`src/rtl/branch_ctrl_pkg.sv`:
```
// Shared branch condition codes and FSM state encoding for the branch resolution block.
package branch_ctrl_pkg;

  localparam logic [2:0] BRANCH_NONE = 3'b000;
  localparam logic [2:0] BRANCH_EQ   = 3'b001;
  localparam logic [2:0] BRANCH_NEQ  = 3'b010;
  localparam logic [2:0] BRANCH_GTZ  = 3'b011;
  localparam logic [2:0] BRANCH_LEZ  = 3'b100;
  localparam logic [2:0] BRANCH_GEZ  = 3'b101;
  localparam logic [2:0] BRANCH_LTZ  = 3'b110;

  typedef enum logic [1:0] {
    BRCTL_IDLE     = 2'b00,
    BRCTL_WAIT     = 2'b01,
    BRCTL_REDIRECT = 2'b10
  } brctl_state_t;

endpackage

```
`src/rtl/branch_ctrl_if.sv`:
```
// ID-stage branch request plus IF redirect valid/ready channel; master drives ID inputs, slave is branch_ctrl.
interface branch_ctrl_if #(parameter int WIDTH = 32);

  logic             id_valid;
  logic [2:0]       branchcontrol;
  logic             id_link;
  logic [WIDTH-1:0] id_pc;
  logic [WIDTH-1:0] id_offset;
  logic [WIDTH-1:0] srca;
  logic [WIDTH-1:0] srcb;
  logic             opnd_ready;
  logic             redirect_ready;
  logic             stall_id;
  logic             redirect_valid;
  logic [WIDTH-1:0] redirect_pc;
  logic             link_we;
  logic [WIDTH-1:0] link_pc;
  logic             hazard_err;

  modport master (
    output id_valid, branchcontrol, id_link, id_pc, id_offset, srca, srcb, opnd_ready,
           redirect_ready,
    input  stall_id, redirect_valid, redirect_pc, link_we, link_pc, hazard_err
  );

  modport slave (
    input  id_valid, branchcontrol, id_link, id_pc, id_offset, srca, srcb, opnd_ready,
           redirect_ready,
    output stall_id, redirect_valid, redirect_pc, link_we, link_pc, hazard_err
  );

endinterface

```
`src/rtl/branch_cmp.sv`:
```
// Combinational branch condition evaluator: signed compares of rs/rt; unknown nonzero codes are not taken.
module branch_cmp
  import branch_ctrl_pkg::*;
#(
  parameter int WIDTH = 32
) (
  input  logic [2:0]       code,
  input  logic [WIDTH-1:0] srca,
  input  logic [WIDTH-1:0] srcb,
  output logic             taken
);

  logic neg;
  logic zero;

  assign neg  = srca[WIDTH-1];
  assign zero = (srca == '0);

  always_comb begin
    taken = 1'b0;
    case (code)
      BRANCH_EQ:  taken = (srca == srcb);
      BRANCH_NEQ: taken = (srca != srcb);
      BRANCH_GTZ: taken = !neg && !zero;
      BRANCH_LEZ: taken = neg || zero;
      BRANCH_GEZ: taken = !neg;
      BRANCH_LTZ: taken = neg;
      default:    taken = 1'b0;
    endcase
  end

endmodule

```
`src/rtl/branch_ctrl.sv`:
```
// Branch resolution FSM: resolve->redirect_valid 1 cycle; redirect held until redirect_ready, stall_id backpressures ID.
// Optional BRANCH_STATS_EN adds branch/taken/stall-cycle counters.
module branch_ctrl
  import branch_ctrl_pkg::*;
#(
  parameter int WIDTH    = 32,
  parameter int MAX_WAIT = 15
) (
  input  logic        clk,
  input  logic        rst,
  branch_ctrl_if.slave bus
`ifdef BRANCH_STATS_EN
  ,
  output logic [31:0] stat_branches,
  output logic [31:0] stat_taken,
  output logic [31:0] stat_stall_cycles
`endif
);

  localparam int CW = $clog2(MAX_WAIT + 1);

  brctl_state_t     state;
  logic [CW-1:0]    wait_cnt;
  logic             br;
  logic             taken;
  logic             resolve;
  logic             timeout;
  logic             stall;
  logic [WIDTH-1:0] target;

  assign br      = bus.id_valid && (bus.branchcontrol != BRANCH_NONE);
  assign target  = bus.id_pc + WIDTH'(4) + (bus.id_offset << 2);
  assign timeout = (state == BRCTL_WAIT) && br && !bus.opnd_ready &&
                   (wait_cnt == CW'(MAX_WAIT));

  branch_cmp #(.WIDTH(WIDTH)) u_cmp (
    .code  (bus.branchcontrol),
    .srca  (bus.srca),
    .srcb  (bus.srcb),
    .taken (taken)
  );

  // A branch behind a pending redirect resolves only in the cycle the old redirect is accepted.
  always_comb begin
    resolve = 1'b0;
    stall   = 1'b0;
    case (state)
      BRCTL_IDLE, BRCTL_WAIT: begin
        resolve = br && bus.opnd_ready;
        stall   = br && !bus.opnd_ready && !timeout;
      end
      BRCTL_REDIRECT: begin
        resolve = br && bus.opnd_ready && bus.redirect_ready;
        stall   = br && !(bus.opnd_ready && bus.redirect_ready);
      end
      default: begin
        resolve = 1'b0;
        stall   = 1'b0;
      end
    endcase
  end

  assign bus.stall_id = stall;

  always_ff @(posedge clk or posedge rst) begin
    if (rst) begin
      state              <= BRCTL_IDLE;
      wait_cnt           <= '0;
      bus.redirect_valid <= 1'b0;
      bus.redirect_pc    <= '0;
      bus.link_we        <= 1'b0;
      bus.link_pc        <= '0;
      bus.hazard_err     <= 1'b0;
    end else begin
      bus.link_we <= resolve && bus.id_link;
      if (resolve && bus.id_link) begin
        bus.link_pc <= bus.id_pc + WIDTH'(8);
      end

      if (resolve) begin
        wait_cnt <= '0;
        if (taken) begin
          state              <= BRCTL_REDIRECT;
          bus.redirect_valid <= 1'b1;
          bus.redirect_pc    <= target;
        end else begin
          state              <= BRCTL_IDLE;
          bus.redirect_valid <= 1'b0;
        end
      end else begin
        case (state)
          BRCTL_IDLE: begin
            if (br) begin
              state    <= BRCTL_WAIT;
              wait_cnt <= CW'(1);
            end
          end
          BRCTL_WAIT: begin
            if (!br) begin
              state    <= BRCTL_IDLE;
              wait_cnt <= '0;
            end else if (timeout) begin
              state          <= BRCTL_IDLE;
              wait_cnt       <= '0;
              bus.hazard_err <= 1'b1;
            end else begin
              wait_cnt <= wait_cnt + 1'b1;
            end
          end
          BRCTL_REDIRECT: begin
            if (bus.redirect_ready) begin
              bus.redirect_valid <= 1'b0;
              if (br) begin
                state    <= BRCTL_WAIT;
                wait_cnt <= CW'(1);
              end else begin
                state <= BRCTL_IDLE;
              end
            end
          end
          default: begin
            state              <= BRCTL_IDLE;
            bus.redirect_valid <= 1'b0;
          end
        endcase
      end
    end
  end

`ifdef BRANCH_STATS_EN
  always_ff @(posedge clk or posedge rst) begin
    if (rst) begin
      stat_branches     <= '0;
      stat_taken        <= '0;
      stat_stall_cycles <= '0;
    end else begin
      stat_branches     <= stat_branches + {31'd0, resolve};
      stat_taken        <= stat_taken + {31'd0, resolve && taken};
      stat_stall_cycles <= stat_stall_cycles + {31'd0, stall};
    end
  end
`endif

endmodule
```
`src/flat_wrapper.sv`:
```
// flat-port wrapper written by rule: the top's interface ports become plain ports
module branch_ctrl_flat import branch_ctrl_pkg::*;
#(
  parameter int WIDTH    = 32,
  parameter int MAX_WAIT = 15
)
  (clk, rst, bus_id_valid, bus_branchcontrol, bus_id_link, bus_id_pc, bus_id_offset, bus_srca, bus_srcb, bus_opnd_ready, bus_redirect_ready, bus_stall_id, bus_redirect_valid, bus_redirect_pc, bus_link_we, bus_link_pc, bus_hazard_err);
  branch_ctrl_if #(.WIDTH(WIDTH)) bus_i ();
  input  logic clk;
  input  logic rst;
  input wire logic [$bits(bus_i.id_valid)-1:0] bus_id_valid;
  input wire logic [$bits(bus_i.branchcontrol)-1:0] bus_branchcontrol;
  input wire logic [$bits(bus_i.id_link)-1:0] bus_id_link;
  input wire logic [$bits(bus_i.id_pc)-1:0] bus_id_pc;
  input wire logic [$bits(bus_i.id_offset)-1:0] bus_id_offset;
  input wire logic [$bits(bus_i.srca)-1:0] bus_srca;
  input wire logic [$bits(bus_i.srcb)-1:0] bus_srcb;
  input wire logic [$bits(bus_i.opnd_ready)-1:0] bus_opnd_ready;
  input wire logic [$bits(bus_i.redirect_ready)-1:0] bus_redirect_ready;
  output wire logic [$bits(bus_i.stall_id)-1:0] bus_stall_id;
  output wire logic [$bits(bus_i.redirect_valid)-1:0] bus_redirect_valid;
  output wire logic [$bits(bus_i.redirect_pc)-1:0] bus_redirect_pc;
  output wire logic [$bits(bus_i.link_we)-1:0] bus_link_we;
  output wire logic [$bits(bus_i.link_pc)-1:0] bus_link_pc;
  output wire logic [$bits(bus_i.hazard_err)-1:0] bus_hazard_err;
  assign bus_i.id_valid = bus_id_valid;
  assign bus_i.branchcontrol = bus_branchcontrol;
  assign bus_i.id_link = bus_id_link;
  assign bus_i.id_pc = bus_id_pc;
  assign bus_i.id_offset = bus_id_offset;
  assign bus_i.srca = bus_srca;
  assign bus_i.srcb = bus_srcb;
  assign bus_i.opnd_ready = bus_opnd_ready;
  assign bus_i.redirect_ready = bus_redirect_ready;
  assign bus_stall_id = bus_i.stall_id;
  assign bus_redirect_valid = bus_i.redirect_valid;
  assign bus_redirect_pc = bus_i.redirect_pc;
  assign bus_link_we = bus_i.link_we;
  assign bus_link_pc = bus_i.link_pc;
  assign bus_hazard_err = bus_i.hazard_err;
  branch_ctrl #(.WIDTH(WIDTH), .MAX_WAIT(MAX_WAIT)) u_core (.clk(clk), .rst(rst), .bus(bus_i));
endmodule
```
`config.mk`:
```
export PLATFORM = sky130hd
export DESIGN_NAME = branch_ctrl_flat
export DESIGN_NICKNAME = d
export VERILOG_FILES = /design/src/rtl/branch_ctrl_pkg.sv /design/src/rtl/branch_ctrl_if.sv /design/src/rtl/branch_cmp.sv /design/src/rtl/branch_ctrl.sv /design/src/flat_wrapper.sv
export SDC_FILE = /design/constraint.sdc
export NUM_CORES = 1
export LEC_CHECK = 0
export CAP_MARGIN = 20
export CELL_PAD_IN_SITES_DETAIL_PLACEMENT = 1
export CELL_PAD_IN_SITES_GLOBAL_PLACEMENT = 2
export CORE_MARGIN = 8
export CORE_UTILIZATION = 26
export DETAILED_ROUTE_END_ITERATION = 8
export GPL_ROUTABILITY_DRIVEN = 0
export PLACE_DENSITY = 0.87
export RECOVER_POWER = 50
export SYNTH_ARGS = -nofsm -noshare
export SYNTH_HDL_FRONTEND = slang
export SYNTH_HIERARCHICAL = 1
export SYNTH_SLANG_ARGS = --single-unit
```
`constraint.sdc`:
```
create_clock -name clk -period 2.4 [get_ports clk]
set_input_delay 0.24 -clock clk [delete_from_list [all_inputs] [get_ports clk]]
set_output_delay 0.24 -clock clk [all_outputs]
set_load 0.01 [all_outputs]
```
==> results of run 1 <==
==> kinds of logic (layout without fill, tap and decap cells) <==
family	count (synthesis)	count (layout)	share of synthesized area [%]
AND/OR/NAND/NOR	225	225	18.6
AO/OA/AOI/OAI	166	166	19.1
XOR/XNOR	83	83	12.9
flip-flops	73	73	32.1
adder cells (fa/ha/maj)	60	60	13.3
buffers and inverters	37	400	3.06
multiplexers	4	4	0.771
==> timing repair <==
action | 4_1_cts | 5_1_grt
endpoints found under the setup margin | 23 | 29
endpoints found under the hold margin | 0 | 0
resized for setup | 84 | 66
cloned | 0 | 0
hold buffers | 0 | 0
pin swaps | 51 | 49
buffers inserted | 18 | 5
==> power breakdown <==
part | switching (µW) | internal (µW) | total, µW
clock network | 541 | 757 | 1300
registers | 184 | 1540 | 1720
logic | 1270 | 1480 | 2750
total | 1990 | 3770 | 5770
==> cell usage after synthesis, drive strengths merged (3+ instances only) <==
cell,count
o21bai,5
o31ai,11
nor2,31
xnor2,51
a211oi,5
nand4,16
o21ai,77
and3,8
ha,59
a21oi,22
a21boi,3
xor2,32
o21a,8
a31oi,5
inv,17
nand2,106
o211ai,6
clkbuf,18
dfrtp,73
nor4,10
nor3,8
mux2,3
and4,3
a21o,11
nand3,25
nand2b,6
and2,7
==> through the flow <==
step	util, %	hold WS, ps	instance area (µm²)	setup TNS (ps)
floorplan	-	345	5720	0
global placement	42.0	461	9080	-13280
detailed placement	42.0	467	9080	-16370
CTS	45.5	324	9840	0
global route	46.7	196	10100	-409
finish	46.7	196	10100	0
==> worst paths after layout <==
| kind | from | end | slack [ps] | cells past startpoint |
|---|---|---|---|---|
| max | bus_id_offset[21] | u_core/bus.redirect_pc[31]$_DFFE_PP0P_ | 0.4 | 11 |
| min | bus_id_pc[2] | u_core/bus.link_pc[2]$_DFFE_PP0P_ | 200 | 3 |
| max reg2reg | u_core/state[0]$_DFFE_PP0P_ | u_core/bus.redirect_pc[25]$_DFFE_PP0P_ | 650 | 6 |
| min reg2reg | u_core/bus.hazard_err$_DFFE_PP0P_ | u_core/bus.hazard_err$_DFFE_PP0P_ | 470 | 1 |
| max in group asynchronous | rst | u_core/bus.link_pc[3]$_DFFE_PP0P_ | 360 | 3 |
| min in group asynchronous | rst | u_core/bus.link_pc[18]$_DFFE_PP0P_ | 1000 | 3 |
==> state kept, by name, indices dropped and copies added (netlist names) <==
register / cells
u_core/state: 2
u_core/bus.redirect_valid: 1
u_core/bus.redirect_pc: 32
u_core/bus.hazard_err: 1
u_core/wait_cnt: 4
u_core/bus.link_pc: 32
u_core/bus.link_we: 1
==> metal layers <==
| metal | global-route usage (%) | vias to the layer above |
|---|---|---|
| li1 | - | 3026 |
| met1 | 21.8 | 3010 |
| met2 | 34.0 | 136 |
| met3 | 2.78 | 43 |
| met4 | 6.86 | 0 |
| met5 | 0 | - |
==> worst max-delay path, delay by kind of cell <==
| family | cells | cell delay, ps |
|---|---|---|
| adder cells (fa/ha/maj) | 2 | 460 |
| XOR/XNOR | 1 | 150 |
| AO/OA/AOI/OAI | 7 | 1300 |
| buffers and inverters | 1 | 480 |
==> cell type report <==
| type | count | area (µm²) |
|---|---|---|
| clock buffers | 14 | 264 |
| repair buffers | 367 | 3270 |
| clock inverters | 2 | 12.5 |
| fillers | 2444 | 11500 |
| multi-input cells | 538 | 4300 |
| well taps | 280 | 350 |
| inverters | 17 | 63.8 |
| flip-flops and latches | 73 | 1830 |
==> qor.txt, run 1 <==
run status: finished, violations left
failing checks: max-capacitance violations, max-slew violations
Initial DRT Pass Iterations: 4
CP Data Required Time: 2630 ps
critical path cell sequence: clkdlybuf4s50_1 -> ha_1 -> ha_1 -> a21o_1 -> a21oi_1 -> o21bai_1 -> a2111oi_2 -> o21ai_1 -> a311oi_2 -> xnor2_1 -> o21ai_1
Peak VDD IR: 339 µV
Pwr Density: 572 mW/mm²
Crit Path Class: in -> reg
gr ovfl total: 0
maximum root-to-sink buffer count: 2
Tmin final: 2400 ps
vias in the first global route: 7128
synth unique cells: 61
Area Overhead vs Synth: 77.5%
Die Y: 164 µm
number of clock sinks: 73
commonest non-fill, non-tap cell in the layout: buf_4
antenna-violating nets left: 0
die area: 0.0268 mm²
Rel. slew slack: -16.7%
Post-Layout Cell Count: 1291
Syn Area/Cell: 8.77 µm²
most frequent cells in the layout: buf_4 (161), clkdlybuf4s50_1 (132), nand2_1 (102)
setup ws final: 0.395 ps
Worst-path clk slew: 60 ps
CP max stage delay: 480 ps
DRC violations left: 0
met1 WL: 10300 µm
initial antenna violation count: 0
Vias/cell: 4.81
via count: 6215
IO Port Bufs: 202
max cap viols: 1
Synth async-reset ratio: 100%
worst-skew pair later-pin latency: 340 ps
predominant post-synthesis flop cell: dfrtp_1
initial drt markers: 209
Mapped Cells: 648
synthesized cell area: 0.00568 mm²
TritonCTS Buffers: 9
fraction of layout cells with a size suffix above 1: 27.9%
top cells by area, synth: dfrtp_1 (32%), ha_1 (13%), xnor2_1 (7.7%), nand2_1 (7.0%), o21ai_0 (6.1%)
Ys Warns: 6
crit path DAT: 2630 ps
H-tree levels: 3
dpl ws: -686 ps
Initial Util: 26.3%
CTS tree: built
gr usage total: 18.7%
first-pass GRT wire length: 39200 µm
Seq/Total Area, Yosys: 32.1%
Core Region: 0.0216 mm²
dominant cell type by area after synthesis: dfrtp_1
Root Driver: clkbuf_16
met3 WL: 907 µm
met2 WL: 13200 µm
RSZ-0062 raised after global routing: yes
post-synthesis net count: 845
final setup fails: 0
Fmax: 417 MHz
max-slew violations: 74
min-delay worst type: in -> reg
Slew @ Worst Pin: 1750 ps
startpoint types: input pin
Max Clock Skew: 8.16 ps
antenna diode count: 0
FF+latch count, synth: 73
Final Hold Fails: 0
pin count of the biggest net entering global routing: 74
# IOs: 205
LEAKAGE: 0.00446 µW
Total Power: 5770 µW
Slowest-stage cell, CP: clkdlybuf4s50_1
dpl hpwl: 19500 µm
Crit. End Element: flop
# rows: 54
total detailed-routing wirelength: 25100 µm
highest routed layer: met4
chip width: 164 µm
top cell type's share of synthesized area: 32.1%
placed cell count: 1253
Nets: 1203
Avg WL per Cell: 19.4 µm
fin crit share: 100%
number of synthesized flops with an enable pin: 0
Max FO, Critical Path: 2
No activity file was read; power rests on OpenSTA's default activity.
==> inputs of run 2 (changes only) <==
--- a/config.mk
+++ b/config.mk
@@ -8,6 +8,7 @@
 export CAP_MARGIN = 20
 export CELL_PAD_IN_SITES_DETAIL_PLACEMENT = 1
 export CELL_PAD_IN_SITES_GLOBAL_PLACEMENT = 2
+export CORE_ASPECT_RATIO = 0.6
 export CORE_MARGIN = 8
 export CORE_UTILIZATION = 26
 export DETAILED_ROUTE_END_ITERATION = 8
==> run 2 against run 1 <==
The flow finishes with violations (max-capacitance violations, max-slew violations, negative setup slack). Clock skew fell by 1.2 ps. Global-route usage rose by 0.92 points. Combinational power rose by 2%. Clock-buffer cell count fell by 2. Final area rose by 3.0%. Critical path type unchanged. Largest cell class unchanged. Highest routed layer unchanged.
==> qor.txt, run 2 (synthesized netlist as in run 1, its figures left out) <==
most frequent cells in the layout: buf_4 (149), nand2_1 (102), clkdlybuf4s50_1 (98)
LEAKAGE: 0.00485 µW
Tmin final: 2470 ps
min-delay worst type: in -> reg
placed cell count: 1260
# IOs: 205
Slew @ Worst Pin: 1530 ps
gr ovfl total: 0
total detailed-routing wirelength: 27300 µm
run status: finished, violations left
pin count of the biggest net entering global routing: 38
worst-skew pair later-pin latency: 350 ps
Pwr Density: 571 mW/mm²
fraction of layout cells with a size suffix above 1: 29.4%
Worst-path clk slew: 70 ps
gr usage total: 19.6%
top flop regs: u_core/bus.link_pc: 32 flops, u_core/bus.redirect_pc: 32 flops, u_core/wait_cnt: 4 flops
Max Clock Skew: 6.95 ps
CP Data Required Time: 2660 ps
max cap viols: 1
DRC violations left: 0
Vias/cell: 4.89
antenna-violating nets left: 0
Initial Util: 26.1%
initial drt markers: 290
Core Region: 0.0218 mm²
Die Y: 131 µm
startpoint types: input pin
post-layout util: 47.8%
initial antenna violation count: 4
crit path DAT: 2730 ps
Final Hold Fails: 0
Rel. slew slack: -2.57%
Area Overhead vs Synth: 82.9%
Nets: 1196
IO Port Bufs: 202
failing checks: max-capacitance violations, max-slew violations, negative setup slack
via count: 6323
CTS tree: built
Initial DRT Pass Iterations: 5
TNS Setup: -276 ps
Max FO, Critical Path: 7
Avg WL per Cell: 21.1 µm
Peak VDD IR: 352 µV
Post-Layout Cell Count: 1293
Crit Path Class: in -> reg
hold buffers post-CTS: 0
Total Power: 5940 µW
first-pass GRT wire length: 40100 µm
# rows: 42
RSZ-0062 raised after global routing: yes
die area: 0.0270 mm²
dpl hpwl: 21000 µm
Fmax: 405 MHz
H-tree levels: 3
max-slew violations: 31
final setup fails: 13
chip width: 207 µm
number of clock sinks: 73
vias in the first global route: 6687
setup ws final: -68.1 ps
commonest non-fill, non-tap cell in the layout: buf_4
Root Driver: clkbuf_16
maximum root-to-sink buffer count: 2
TritonCTS Buffers: 9
Crit. End Element: flop
fin crit share: 103%
[run 2: cell count changes in the layout (fill, tap and decap cells not counted), moves of 5 or more]
cell,change
o21ai_0,+5
clkdlybuf4s50_1,-34
ha_4,+5
xnor2_2,+7
buf_4,-12
xnor2_1,-7
dlymetal6s2s_1,+34
o21ai_1,-5
[run 2: power breakdown]
part           switching, µW  internal [µW]
clock                    590            838
sequential               178           1530
combinational           1320           1480
total                   2090           3850
[run 2: cell type report]
cell class | instances | area, µm²
Antenna cell | 3 | 7.51
Clock buffer | 12 | 246
Clock inverter | 4 | 51.3
Fill cell | 2520 | 11400
Inverter | 17 | 67.6
Multi-Input combinational cell | 538 | 4460
Sequential cell | 73 | 1830
Tap cell | 286 | 358
Timing Repair Buffer | 360 | 3370
[run 2: path summary, 6_finish.rpt]
path / from / end / slack (ps) / depth (start not counted)
min in group asynchronous: rst / u_core/bus.redirect_pc[2]$_DFFE_PP0P_ / 710 / 2
worst min register to register: u_core/bus.link_pc[26]$_DFFE_PP0P_ / u_core/bus.link_pc[26]$_DFFE_PP0P_ / 470 / 2
worst max-delay path: bus_srca[11] / u_core/bus.redirect_pc[6]$_DFFE_PP0P_ / -70 / 10
worst min-delay path: bus_id_pc[3] / u_core/bus.link_pc[3]$_DFFE_PP0P_ / 240 / 3
max in group asynchronous: rst / u_core/bus.redirect_pc[15]$_DFFE_PP0P_ / 400 / 3
worst max register to register: u_core/state[0]$_DFFE_PP0P_ / u_core/bus.link_pc[17]$_DFFE_PP0P_ / 560 / 8
[run 2: repair_timing]
| action | 4_1_cts | 5_1_grt |
|---|---|---|
| cloned | 2 | 1 |
| resized for setup | 94 | 110 |
| endpoints found under the setup margin | 23 | 29 |
| setup buffers | 8 | 6 |
| pin swaps | 54 | 71 |
[run 2: worst max-delay path, stage by stage]
cell and delay (ps):
clkdlybuf4s50_1 490, nor4_2 340, nand4_1 300, o21ai_2 260, a21boi_2 90, nor3_4 310
nand2_8 130, buf_12 170, buf_4 130, o31ai_1 250
[run 2: metrics by stage]
step | setup slack [ps] | instance area (µm²) | hold WS, ps
after CTS | 0.706 | 9950 | 307
after floorplan | 6.69 | 5720 | 345
after global routing | -150 | 10400 | 253
after detailed placement | -739 | 9100 | 464
after global placement | -628 | 9100 | 457
final | -68.1 | 10400 | 237
[run 2: metal layers]
layer / share of wire, % / global-route usage [%]
met1: 48 / 27.4
met2: 45 / 30.1
met3: 4.8 / 4.80
met4: 1.9 / 4.52
met5: 0 / 0
